[src/rtl/stopwatch_pkg.sv]
// +----------------------------------------------------------------------------+
// | stopwatch_pkg                                                              |
// | Shared widths, lap-FSM state type and BCD digit packing for the stopwatch. |
// | Rev 1.0 - initial release                                                  |
// +----------------------------------------------------------------------------+
`default_nettype none

package stopwatch_pkg;

  localparam int BCD_W  = 4;
  localparam int DIGITS = 6;
  localparam int TIME_W = BCD_W * DIGITS;

  // LSB offsets of each digit inside the packed {min1,min0,sec1,sec0,ss1,ss0} word
  localparam int DIG_SSEC0_LSB = 0;
  localparam int DIG_SSEC1_LSB = 4;
  localparam int DIG_SEC0_LSB  = 8;
  localparam int DIG_SEC1_LSB  = 12;
  localparam int DIG_MIN0_LSB  = 16;
  localparam int DIG_MIN1_LSB  = 20;

  typedef enum logic [0:0] {
    LIVE = 1'b0,
    VIEW = 1'b1
  } lap_state_e;

endpackage

`default_nettype wire

[src/rtl/btn_edge_detect.sv]
// +----------------------------------------------------------------------------+
// | btn_edge_detect                                                            |
// | Turns a debounced button level into a single-cycle rising-edge pulse.      |
// | Rev 1.0 - initial release                                                  |
// +----------------------------------------------------------------------------+
`default_nettype none

module btn_edge_detect (
  input  logic clk_10Hz,
  input  logic rst,
  input  logic level_i,
  output logic pulse_o
);

  logic level_q;

  always_ff @(posedge clk_10Hz or posedge rst) begin
    if (rst) begin
      level_q <= 1'b0;
    end else begin
      level_q <= level_i;
    end
  end

  assign pulse_o = level_i & ~level_q;

endmodule

`default_nettype wire

[src/rtl/stopwatch_lap_recorder.sv]
// +----------------------------------------------------------------------------+
// | stopwatch_lap_recorder                                                     |
// | Records live BCD time into a lap memory and selects live/lap for display.  |
// | Optional macro LAP_WRAP_EN: ring-buffer laps (overwrite oldest when full). |
// | Rev 1.0 - initial release                                                  |
// +----------------------------------------------------------------------------+
`default_nettype none

module stopwatch_lap_recorder
  import stopwatch_pkg::*;
#(
  parameter int LAP_DEPTH = 4,
  parameter int IDX_W     = 2
) (
  input  logic              clk_10Hz,
  input  logic              rst,
  input  logic [TIME_W-1:0] live_time,
  input  logic              btn_lap,
  input  logic              btn_view,
  input  logic              btn_clear,
  output logic [TIME_W-1:0] disp_time,
  output logic              view_mode,
  output logic [IDX_W-1:0]  view_idx,
  output logic [IDX_W:0]    lap_count,
  output logic              full
);

  localparam logic [IDX_W:0] C_DEPTH = (IDX_W+1)'(LAP_DEPTH);
`ifdef LAP_WRAP_EN
  localparam bit C_WRAP_EN = 1'b1;
`else
  localparam bit C_WRAP_EN = 1'b0;
`endif

  logic w_lap_p, w_view_p, w_clr_p;

  btn_edge_detect u_lap_edge   (.clk_10Hz(clk_10Hz), .rst(rst), .level_i(btn_lap),   .pulse_o(w_lap_p));
  btn_edge_detect u_view_edge  (.clk_10Hz(clk_10Hz), .rst(rst), .level_i(btn_view),  .pulse_o(w_view_p));
  btn_edge_detect u_clear_edge (.clk_10Hz(clk_10Hz), .rst(rst), .level_i(btn_clear), .pulse_o(w_clr_p));

  lap_state_e        state_q, state_d;
  logic [IDX_W:0]    lap_count_q, lap_count_d;
  logic [IDX_W-1:0]  view_idx_q, view_idx_d;
  logic [IDX_W-1:0]  wr_ptr_q, wr_ptr_d;
  logic [TIME_W-1:0] mem_q [LAP_DEPTH];

  logic              w_full;
  logic              w_lap_wr;
  logic [IDX_W-1:0]  w_rd_ptr;

  assign w_full = (lap_count_q == C_DEPTH);

  always_comb begin
    state_d     = state_q;
    lap_count_d = lap_count_q;
    view_idx_d  = view_idx_q;
    wr_ptr_d    = wr_ptr_q;
    w_lap_wr    = 1'b0;
    if (w_clr_p) begin
      state_d     = LIVE;
      lap_count_d = '0;
      view_idx_d  = '0;
      wr_ptr_d    = '0;
    end else begin
      // View decisions look at the count before any same-cycle lap lands
      if (w_view_p) begin
        case (state_q)
          LIVE: begin
            if (lap_count_q != '0) begin
              state_d    = VIEW;
              view_idx_d = '0;
            end
          end
          VIEW: begin
            if ({1'b0, view_idx_q} == lap_count_q - (IDX_W+1)'(1)) begin
              state_d    = LIVE;
              view_idx_d = '0;
            end else begin
              view_idx_d = view_idx_q + IDX_W'(1);
            end
          end
          default: begin
            state_d    = LIVE;
            view_idx_d = '0;
          end
        endcase
      end
      if (w_lap_p && (!w_full || C_WRAP_EN)) begin
        w_lap_wr = 1'b1;
        wr_ptr_d = wr_ptr_q + IDX_W'(1);
        if (!w_full) begin
          lap_count_d = lap_count_q + (IDX_W+1)'(1);
        end
      end
    end
  end

  always_ff @(posedge clk_10Hz or posedge rst) begin
    if (rst) begin
      state_q     <= LIVE;
      lap_count_q <= '0;
      view_idx_q  <= '0;
      wr_ptr_q    <= '0;
    end else begin
      state_q     <= state_d;
      lap_count_q <= lap_count_d;
      view_idx_q  <= view_idx_d;
      wr_ptr_q    <= wr_ptr_d;
    end
  end

  // Lap storage carries no reset; contents are only visible through lap_count
  always_ff @(posedge clk_10Hz) begin
    if (w_lap_wr) begin
      mem_q[wr_ptr_q] <= live_time;
    end
  end

`ifdef LAP_WRAP_EN
  // Once full, wr_ptr points at the oldest entry, so index 0 stays the oldest lap
  assign w_rd_ptr = w_full ? (wr_ptr_q + view_idx_q) : view_idx_q;
`else
  assign w_rd_ptr = view_idx_q;
`endif

  assign disp_time = (state_q == VIEW) ? mem_q[w_rd_ptr] : live_time;
  assign view_mode = (state_q == VIEW);
  assign view_idx  = view_idx_q;
  assign lap_count = lap_count_q;
  assign full      = w_full;

endmodule

`default_nettype wire

[config.mk]
export PLATFORM = sky130hd
export DESIGN_NAME = stopwatch_lap_recorder
export DESIGN_NICKNAME = d
export VERILOG_FILES = /design/src/rtl/stopwatch_pkg.sv /design/src/rtl/btn_edge_detect.sv /design/src/rtl/stopwatch_lap_recorder.sv
export SDC_FILE = /design/constraint.sdc
export NUM_CORES = 1
export LEC_CHECK = 0
export CAP_MARGIN = 20
export CELL_PAD_IN_SITES_DETAIL_PLACEMENT = 0
export CELL_PAD_IN_SITES_GLOBAL_PLACEMENT = 2
export CORE_AREA = 2 2 106 108
export DETAILED_ROUTE_END_ITERATION = 7
export DIE_AREA = 0 0 108 110
export DONT_BUFFER_PORTS = 1
export PLACE_DENSITY_LB_ADDON = 0.1
export SETUP_SLACK_MARGIN = 0.4
export SYNTH_ARGS = -nofsm -noshare
export SYNTH_HDL_FRONTEND = slang
export SYNTH_SLANG_ARGS = --single-unit
[constraint.sdc]
create_clock -name clk_10Hz -period 2.3 [get_ports clk_10Hz]
set_clock_uncertainty 0.1 [all_clocks]
set_input_delay 0.69 -clock clk_10Hz [delete_from_list [all_inputs] [get_ports clk_10Hz]]
set_output_delay 0.69 -clock clk_10Hz [all_outputs]
set_load 0.01 [all_outputs]
==> results summary <==
The post-placement setup slack is 0.0626 ns. The dominant cell type by area after synthesis is edfxtp_1. The growth of design area from synthesis to finish is 14.0%.

The number of fill cells is 894. The maximum level of the CTS H-tree is 3. The delay of the slowest critical-path stage is around 0.50 ns.

After detailed routing, the number of remaining DRC violations is 0. The type of element launching the critical path is a flop. The total routing resource utilization after global routing came out at between 15 and 20%. The actual slew at the worst max-slew pin came out at 0.676 ns. The clock group share of total power is 28.1%. Sequential cells account for 54.4% of the total power. The arrival time of data at the critical path endpoint is 1.81 ns. Entering global routing, the biggest net connects 31 pins. The tightest min-delay check is of the in2async type. The worst-case vdd ir drop came out at between 0.4 and 0.5 mV. The CTS clock-pin slew for the worst setup and hold paths is 0.09 ns. The number of distinct standard cells referenced by the synthesized netlist is 33. The register bit count reported by yosys is 107. Wires add up to 9.30 mm.

The clock reaches the later pin of the worst-skew pair after 0.36 ns. After detailed routing, the average wire length per cell comes to 23.8 um. Summed over all cells, the static leakage comes to 0.00169 uW. The first-pass iteration count of the detailed router came out at 4.

Once the floorplan was initialized, standard cells occupied about 42% of the core. The critical path data required time came out at between 1.5 and 2 ns. Max-cap violations in this run came to 0. The final setup TNS is -6.33 ns. Setup repair after global routing could not meet its margin everywhere. The net switching share of the total power is about a quarter. TritonCTS built the clock tree. The total design power came out at 4090 uW.

The number of sinks on the clock net came out at 107. In the final layout, the share of cells above drive strength 1 is 39.2%. The post-synthesis instance area is 4500 sq um.

The region available for standard cell placement spans 10700 sq um. After clock tree synthesis, the flow added hold-fix buffers numbering 0. Across all register-to-register paths, the minimum setup slack is roughly 0.38 ns. The average vias per placed instance came out at around 5.7. The clock tree buffer depth came out at 2.

STA classifies the critical path endpoint as an output port. The number of nets with antenna violations after routing is 0. The final reports fail on negative setup slack. The cell row count came out at 38. Synthesis handed over a netlist of 220 instances. The combinational share of power came out at between 10% and 20%. Headroom to the max-slew limit came out at 54.9%.

The first global-routing pass estimated 13.4 mm of wire. The final worst-path setup slack came out at -0.302 ns. The layout net count is roughly 280. The cell with the biggest individual delay on the critical path is mux4_2. In the post-synthesis netlist, the biggest area contributors are edfxtp_1 (64%), mux4_2 (8.5%), dfrtp_1 (6.1%). The category of the most critical setup path is reg2out. The TritonCTS buffer count came out at 9.

The flow ran to the end, but the final reports show violations. The boundary pin count came out at 60. The hold slack is 0.104 ns. The width of the chip came out at 108 um. Internal power comes to approximately 3100 uW. Walking the worst path, the cells encountered are buf_4 -> buf_12 -> mux4_2 -> mux2_4.

The via count of the first global-routing pass is 2368. The final count of pins violating max slew is 0. Timing would allow up to 0.384 GHz. The detailed router's first-iteration violation count is 116.

The port buffer count is 0. The largest driver fanout on the critical path is 9. The initial antenna violation count came out at 0. In this run the power spent charging and discharging nets is between 1000 and 1500 uW. The number of setup violations in the final report is 24. The share of the synthesized area in the top cell type came out at 64.1%. The total of warnings raised by yosys came out at 0. The floorplan step defined a die boundary enclosing 11900 sq um. The part of the Yosys area used for sequential elements is between 70% and 80%. The final RePlAce weighted congestion came out at 0.717. The cell at the root of the clock tree is clkbuf_8. The net count after synthesis came out at 256.

The power density relative to cell area came out at between 700 and 800 nW/um^2. The height of the chip is 110 um. The synthesized area divided by synthesized cell count came out at 20.4 sq um. The share of the cycle needed by the critical path after routing came out at 113%.

The number of hold-slack violations in the final timing report came out at 0. 0 antenna diodes ended up in the layout. The leftover overflow at the end of global routing came out at 0. Detailed placement finished with a half-perimeter wire length of ~5.1 mm. The number of vias after detailed routing is around 2200. The clock period minus final worst setup slack is 2.60 ns.
[worst paths after layout]
kind | to | cells after the start | startpoint
worst max register to register | mem_q[3][18]$_DFFE_PP_ | 6 | lap_count[1]$_DFFE_PP0P_
worst min register to register | lap_count[0]$_DFFE_PP0P_ | 3 | lap_count[0]$_DFFE_PP0P_
worst max-delay path | disp_time[19] | 4 | view_idx[0]$_DFFE_PP0P_
min in group clk_10Hz | u_clear_edge.level_q$_DFF_PP0_ | 0 | btn_clear
max in group asynchronous | view_mode$_DFFE_PP0P_ | 1 | rst
worst min-delay path | u_clear_edge.level_q$_DFF_PP0_ | 1 | rst
[layer usage]
layer / wire (um) / GRT usage [%] / part of all wire (%)
met5: 0 / 0 / 0
met4: 96 / 4.58 / 1.0
met3: 656 / 4.59 / 7.1
met2: 4730 / 27.6 / 51
met1: 3820 / 19.3 / 41
[flip-flops by register name (all words and copies together), names as in the netlist]
name                  count
u_clear_edge.level_q      1
u_view_edge.level_q       1
mem_q                    96
u_lap_edge.level_q        1
view_mode                 1
view_idx                  2
lap_count                 3
wr_ptr_q                  2
[synth_stat cells (all sizes together)]
cell	number
a21oi	6
a311oi	1
and3	4
buf	8
clkbuf	1
dfrtp	11
edfxtp	96
ha	7
inv	7
mux2	24
mux2i	1
mux4	24
nand2	4
nand2b	3
nand3	4
nand4b	1
nor2	1
nor2b	3
nor3	1
nor3b	1
o21a	1
o21ai	4
o22ai	1
o31ai	1
o32ai	1
or3	1
xnor2	2
xor2	1
[critical path: cells and delay by family, from the launching register on]
family / cells / cell delay (ns)
muxes: 2 / 0.79
DFF: 1 / 0.40
buffers and inverters: 2 / 0.26
[power by group through the flow]
stage,sequential (uW),clock [uW],combinational (uW)
2_1_floorplan,2260,0,514
3_3_place_gp,2260,0,615
3_5_place_dp,2270,0,629
4_1_cts,2220,1180,695
5_1_grt,2230,1240,771
6_report,2230,1150,718
[cells in the final DEF (no fill, tap or decap), types with 2 or more instances in the layout]
cell / netlist / final
inv_1: 7 / 5
buf_12: 1 / 4
nand2b_1: 3 / 3
dfrtp_1: 11 / 8
nand3_1: 4 / 4
buf_4: 0 / 8
mux2_4: 16 / 24
nand2_1: 4 / 3
nor2b_1: 3 / 3
a21oi_1: 6 / 6
clkinv_1: 0 / 2
inv_6: 0 / 3
edfxtp_1: 96 / 96
o21ai_0: 4 / 4
mux4_2: 17 / 24
and3_4: 0 / 14
dfrtp_2: 0 / 3
xnor2_1: 2 / 2
ha_1: 7 / 6
clkbuf_8: 0 / 9
[cell families (layout without fill, tap and decap cells)]
logic type,Yosys count,in the layout,synth area share [%]
flip-flops,107,107,70.2
multiplexers,49,49,20.2
AND/OR/NAND/NOR,23,33,2.87
buffers and inverters,16,36,2.25
AO/OA/AOI/OAI,15,15,1.98
adder cells (fa/ha/maj),7,7,1.95
XOR/XNOR,3,3,0.584
[metrics by stage]
step                      cell area [sq um]  utilization, %  std cells
after floorplan                        4560               -        220
after global placement                 4750            44.4        358
after detailed placement               4750            44.4        358
after CTS                              5070            47.4        382
after global routing                   5130            48.0        390
final                                  5130            48.0        390
[what timing repair did]
action | in CTS | in global routing
cloned | 5 | 5
setup endpoints to repair | 122 | 59
setup buffers | 3 | 3
pin swaps | 4 | 8
gates resized for setup | 17 | 14
[area by class of cell]
class	count	area [sq um]	share of cell area (%)
clock buffers	9	124	2.41
well taps	140	175	3.41
flip-flops and latches	107	3160	61.6
repair buffers	13	155	3.02
inverters	7	31.3	0.610
clock inverters	7	75.1	1.46
multi-input cells	107	1410	27.4
(Power assumes the default switching activity.)
